File: src/rtl/adc_pkg.sv
`default_nettype none
// ----------------------------------------------------------------------------
// adc_pkg : window constants and FSM state encoding for the sigma-delta ADC
// Revision: 1.0
// ----------------------------------------------------------------------------
package adc_pkg;

  localparam int WINDOW  = 255;
  localparam int PHASE_W = 8;
  localparam logic [PHASE_W-1:0] LAST_PHASE = PHASE_W'(WINDOW - 1);

  typedef enum logic [1:0] {
    IDLE   = 2'd0,
    SETTLE = 2'd1,
    RUN    = 2'd2
  } state_t;

endpackage
`default_nettype wire

File: src/rtl/adc_sync2.sv
`default_nettype none
// ----------------------------------------------------------------------------
// sync2 : two-flop synchronizer for the asynchronous comparator input
// Revision: 1.0
// ----------------------------------------------------------------------------
module sync2 (
  input  logic clk,
  input  logic rst,
  input  logic d,
  output logic q
);

  logic s1_q, s1_d;
  logic s2_q, s2_d;

  always_comb begin
    s1_d = d;
    s2_d = s1_q;
  end

  always_ff @(posedge clk or posedge rst) begin
    if (rst) begin
      s1_q <= 1'b0;
      s2_q <= 1'b0;
    end else begin
      s1_q <= s1_d;
      s2_q <= s2_d;
    end
  end

  assign q = s2_q;

endmodule
`default_nettype wire

File: src/rtl/adc.sv
`default_nettype none
// ----------------------------------------------------------------------------
// adc : first-order sigma-delta ADC, 255-cycle counting window, 8-bit result
// Revision: 1.0
// ----------------------------------------------------------------------------
module adc
  import adc_pkg::*;
(
  input  logic       clk,
  input  logic       rst,
  input  logic       en,
  input  logic       cmp,
  output logic       fb,
  output logic [7:0] dout,
  output logic       valid
);

  logic               b;
  state_t             state_q, state_d;
  logic [PHASE_W-1:0] phase_q, phase_d;
  logic [7:0]         acc_q, acc_d;
  logic [7:0]         dout_q, dout_d;
  logic               valid_q, valid_d;
  logic               fb_q, fb_d;
  logic [7:0]         sum;
  logic               last;

  sync2 u_sync2 (
    .clk (clk),
    .rst (rst),
    .d   (cmp),
    .q   (b)
  );

  always_comb begin
    state_d = state_q;
    phase_d = phase_q;
    acc_d   = acc_q;
    dout_d  = dout_q;
    valid_d = 1'b0;
    // acc never exceeds 254 at the last phase, so sum cannot wrap
    sum     = acc_q + 8'(b);
    last    = (phase_q == LAST_PHASE);

    case (state_q)
      IDLE: begin
        if (en) begin
          state_d = SETTLE;
          phase_d = '0;
          acc_d   = '0;
        end
      end
      SETTLE, RUN: begin
        if (!en) begin
          state_d = IDLE;
          phase_d = '0;
          acc_d   = '0;
        end else if (last) begin
          phase_d = '0;
          acc_d   = '0;
          if (state_q == RUN) begin
            dout_d  = sum;
            valid_d = 1'b1;
          end else begin
            state_d = RUN;
          end
        end else begin
          phase_d = phase_q + PHASE_W'(1);
          acc_d   = sum;
        end
      end
      default: begin
        state_d = IDLE;
        phase_d = '0;
        acc_d   = '0;
      end
    endcase

    // Gated on the next state so the registered fb is already 0 in IDLE
    fb_d = (state_d == IDLE) ? 1'b0 : b;
  end

  always_ff @(posedge clk or posedge rst) begin
    if (rst) begin
      state_q <= IDLE;
      phase_q <= '0;
      acc_q   <= '0;
      dout_q  <= '0;
      valid_q <= 1'b0;
      fb_q    <= 1'b0;
    end else begin
      state_q <= state_d;
      phase_q <= phase_d;
      acc_q   <= acc_d;
      dout_q  <= dout_d;
      valid_q <= valid_d;
      fb_q    <= fb_d;
    end
  end

  assign fb    = fb_q;
  assign dout  = dout_q;
  assign valid = valid_q;

endmodule
`default_nettype wire

File: config.mk
export PLATFORM = sky130hd
export DESIGN_NAME = adc
export DESIGN_NICKNAME = d
export VERILOG_FILES = /design/src/rtl/adc_pkg.sv /design/src/rtl/adc_sync2.sv /design/src/rtl/adc.sv
export SDC_FILE = /design/constraint.sdc
export NUM_CORES = 1
export LEC_CHECK = 0
export ABC_AREA = 1
export CORE_MARGIN = 2
export CORE_UTILIZATION = 35
export CTS_CLUSTER_DIAMETER = 100
export DETAILED_ROUTE_END_ITERATION = 10
export GPL_TIMING_DRIVEN = 0
export SLEW_MARGIN = 20
export SYNTH_ARGS = -nofsm -noshare
export SYNTH_HDL_FRONTEND = slang
export SYNTH_SLANG_ARGS = --single-unit
File: constraint.sdc
create_clock -name clk -period 2.2 [get_ports clk]
set_clock_uncertainty 0.1 [all_clocks]
set_input_delay 0.22 -clock clk [delete_from_list [all_inputs] [get_ports clk]]
set_output_delay 0.22 -clock clk [all_outputs]
set_load 0.03 [all_outputs]
# --- After elaboration in Yosys (flattened, before gate mapping) ---
# Cells that the tools add are included.
totals:
  output_inout_bits: 10
  wordCells: 35
  in_bits: 4
  ff_bits: 30
op_classes:
  eq_ne: 4
  n_addsub: 2
  n_reduce_logical: 4
  muxes: 17
op_table:
  columns: ["op", "n"]
  rows:
  - ["2-to-1 mux 8 bit", 5]
  - ["case mux 8 bit (2 select lines)", 2]
  - ["adder 8 x 1 -> 8 bit", 1]
  - ["adder 8 x 1 -> 8 bit (second input constant)", 1]
  - ["== test 8 bit (second input constant)", 1]
  - ["2-to-1 mux 2 bit", 4]
  - ["2-to-1 mux 1 bit", 5]
  - ["logical NOT 2 bit", 2]
  - ["case mux 2 bit (2 select lines)", 1]
  - ["AND reduction 4 bit", 1]
  - ["== test 2 x 1 -> 1 bit (second input constant)", 1]
  - ["== test 2 bit (second input constant)", 1]
  - ["!= test 2 bit (second input constant)", 1]
  - ["OR reduction 2 bit", 1]

# --- Longest topological paths before layout ---
depth:
  word_depth: 7
  ltp_mapped: 10
  ltp_nobuf: 9

# --- Hierarchy ---
# A second synthesis with hierarchy kept.
hier_totals:
  hier_cells: 167
  hier_area_um2: 1486.4
by_module_without_submodules:
  columns: ["module", "seq_area_each_um2", "cells_per_inst", "n_inst", "area_per_inst_um2"]
  rows:
  - ["adc", 700.7, 164, 1, 1432.6]
  - ["sync2", 50.0, 3, 1, 53.8]

# --- Worst setup path after synthesis ---
# OpenSTA, ideal clock, no wires.
synth_timing:
  path_type: "flip-flop to flip-flop"
  from: "register phase_q[0]"
  to: "register dout_q[0], in the netlist dout[0]"
  t_arrival_ns: 1.354
  path_stages_with_launch: 11
  slack_ns: 0.627
  required_time_ns: 1.981
  path_cell_list: "dfrtp_1 > inv_1 > ha_1 > nand2_1 > nor2_2 > nand2_4 > nor3_4 > inv_2 > buf_6 > nand2_1 > o21ai_2"
synth_via:
  elab_chain_len: 2
synth_rtl:
  columns: ["item", "line_no", "source"]
  rows:
  - ["start, declared", "adc.sv:20", "logic [PHASE_W-1:0] phase_q, phase_d;"]
  - ["start signal, assigned", "adc.sv:93", "phase_q <= phase_d;"]
  - ["== test 8 bit", "adc.sv:43", "last = (phase_q == LAST_PHASE);"]
  - ["AND reduction 4 bit (no line)", null, null]
  - ["end signal, assigned", "adc.sv:95", "dout_q <= dout_d;"]
  - ["end, declared", "adc.sv:22", "logic [7:0] dout_q, dout_d;"]
# No other way between the ends.
# A chain may end at the register's enable or synchronous reset.

# --- Worst setup path in the final report ---
layout_timing:
  from: "register phase_q[0]"
  to: "register phase_q[3]"
layout_via:
  elab_chain_len: 4
layout_rtl:
  columns: ["item", "line_no", "source"]
  rows:
  - ["adder 8 x 1 -> 8 bit or == test 8 bit (tied branches)", "adc.sv:68, adc.sv:43", null]
  - ["2-to-1 mux 8 bit *", "adc.sv:58", "end else if (last) begin"]
  - ["2-to-1 mux 8 bit *", "adc.sv:54", "if (!en) begin"]
  - ["case mux 8 bit (2 select lines) *", "adc.sv:45", "case (state_q)"]
# Every way passes the cells marked *; elsewhere a longest branch is shown, timed or not.

==> results.yml <==
yosys:
  yosys.area.top_type: "dfrtp_1"
  seq_area_frac_synth_pct: 50.0
  yosysMostFrequentCell: "nand2_1"
  syn_inst: 170
  async_flop_share_pct: 100
  syn_area_per_cell_um2: 8.83
  ys_ff_latch: 30
  synth_edf_count: 0
  syn_nets: 181
  synthTopCellsByCount: "45 x nand2_1, 30 x dfrtp_1, 23 x inv_1, 11 x nor2_1, 9 x nand3_1"
  yosysUniqueCellTypes: 25
  synth_top_area_share_pct: 50.0
  ys_warn_count: 0
  ys.flop_type: "dfrtp_1"
  synth_area_leaders: "dfrtp_1 50%, nand2_1 11%, ha_1 5.8%"
  syn_area_um2: 1500
layout:
  antenna_cells: 0
  drive_gt1_share_pct: 13.1
  nets: 201
  areaGrowthSynthToFinish_pct: 20.2
die:
  io_pins: 14
  rows: 23
  dieArea_um2: 4830
  floorplan.initialDensity_pct: 37.0
  die_w_um: 69.5
  coreArea_um2: 4060
  die_height_um: 69.5
worst_setup_path:
  cp_data_arrival_time_ps: 1850
  crit_path_start_kind: "flop"
  crit_path_max_fanout: 10
  ff2ff_setup_slack_ps: 410
  worst_setup_path_end_kind: "flop"
  required_ps: 2260
  r2r_cells: 9
  timing.rr.start: "phase_q[0]"
  worstReg2RegEnd: "phase_q[3]"
  worst-setup-path-type: "flop to flop"
power:
  swShare_pct: 30.0
  p_clk_share_pct: 35.1
  p_total_w: 0.00145
  power_frac_seq_pct: 44.2
  p_int_w: 0.00102
  p_switching_w: 0.000436
  comb_power_share_pct: 20.7
  vdd_drop_max_mv: 0.483
  power_density_nw_per_um2: 805
  power_leakage_nw: 0.892
grt:
  antenna_found_initial: 0
  grt_pass1_vias: 1066
  grt_max_degree: 31
  grt_pass1_wl_um: 4770
  gr-total-overflow: 0
  grt.total_usage_pct: 12.4
place:
  dp_hpwl_um: 1960
  port_buffers: 13
  gp_congestion: 0.752
  place_ws_ps: 364
routing:
  ant_nets: 0
  drt-wirelength-per-cell_um: 11.4
  drt_iter0_markers: 23
  num_vias: 1122
  firstDrtPassIters: 4
  drc: 0
  vias_per_cell: 4.66
  routed_wl_um: 2760
timing:
  finalCritPeriodShare_pct: 81.5
  setup_viol: 0
  rsz0062_at_grt: "false"
  fmax_mhz: 558
  relSlewSlack_pct: 58.3
  drv_slew: 0
  worst_pin_slew_ps: 625
  fin_setup_tns_ps: 0
  timing.final.ws_setup_ps: 408
  hold_violations: 0
  period_needed_ps: 1790
flow_run:
  cap_violations: 0
outcome:
  status: "finished, final reports clean"
clocking:
  cts_buffer_depth: 2
  cts_tree: "built"
  htreeDepth: 2
  ctsResizeCount: 0
  numCtsBuffers: 5
  hold_buffers: 0
  cts_sinks: 30
  cts_setup_buffers: 0
  clkTransAtPathRegs_ps: 60
  clk_latency_ps: 280
  cts-root-buf: "clkbuf_8"
min_path:
  hold_path.class: "input pin to async pin"
==> layout make-up <==
type / count / area (um2)
Clock buffer: 8 / 110
Tap cell: 50 / 62.6
Sequential cell: 30 / 751
Multi-Input combinational cell: 114 / 644
Timing Repair Buffer: 13 / 130
Buffer: 2 / 16.3
Fill cell: 385 / 2250
Inverter: 24 / 90.1
==> per-layer routing <==
metal | part of all wire (%) | track usage (%)
met5 | 0 | 0
met4 | 2.1 | 5.88
met3 | 2.6 | 3.92
met2 | 45 | 19.0
met1 | 51 | 15.9
==> worst max-delay path, stage by stage, from the launching register on <==
cell	delay (ps)
dfrtp_1	390
inv_1	140
ha_1	170
nand2_1	60
nor2_2	150
nand2_4	90
nand3_2	190
inv_1	120
nor2_2	190
nor3_1	70
==> metrics by stage <==
| step | utilization, % | cell area, um2 | std cells | hold slack, ps |
|---|---|---|---|---|
| 3_5_place_dp | 41.8 | 1690 | 233 | 244 |
| 6_report | 44.5 | 1800 | 241 | 241 |
| 4_1_cts | 44.5 | 1800 | 241 | 257 |
| 2_1_floorplan | - | 1500 | 170 | 151 |
| 3_3_place_gp | 41.8 | 1690 | 233 | 236 |
| 5_1_grt | 44.5 | 1800 | 241 | 258 |
==> sequential cells by signal, indices dropped and copies added (netlist names) <==
name,flops
u_sync2.q,1
fb,1
acc_q,8
u_sync2.s1_q,1
phase_q,8
dout,8
valid,1
state_q,2
==> cell usage in the layout (no fill, tap or decap), types with 3 or more instances in the layout <==
cell type	n
nand2_1	45
dfrtp_1	30
inv_1	22
clkdlybuf4s50_1	13
nor2_1	11
nand3_1	9
clkbuf_8	8
xor2_1	7
o21ai_0	7
ha_1	7
nor3_1	5
o21ai_2	5
a21oi_1	3
==> power by group through the flow <==
| stage | registers [W] | clock network (W) | logic [W] |
|---|---|---|---|
| floorplan | 0.000666 | 0 | 0.000187 |
| global placement | 0.000649 | 0 | 0.000296 |
| detailed placement | 0.000652 | 0 | 0.000304 |
| CTS | 0.000642 | 0.000526 | 0.000307 |
| global route | 0.000650 | 0.000551 | 0.000343 |
| finish | 0.000642 | 0.000509 | 0.000301 |
==> worst max path at each step <==
stage               startpoint         end  slack, ps  cells after the start
floorplan           phase_q[0]     dout[0]        630                     10
global placement            en  phase_q[5]        370                      7
detailed placement          en    acc_q[2]        360                      7
CTS                 phase_q[0]  phase_q[3]        400                      9
global route        phase_q[0]  phase_q[5]        280                      9
finish              phase_q[0]  phase_q[3]        410                      9
==> cell families (layout without fill, tap and decap cells) <==
family,Yosys count,count (layout),share of synthesized area [%]
buffers and inverters,26,47,7.08
xor gates and xnor gates,7,7,4.08
DFF,30,30,50.0
AOI/OAI and AO/OA,19,19,8.08
and+or+nand+nor,81,81,24.9
adders and majority gates,7,7,5.83
Power figures use the tool's default switching activity.
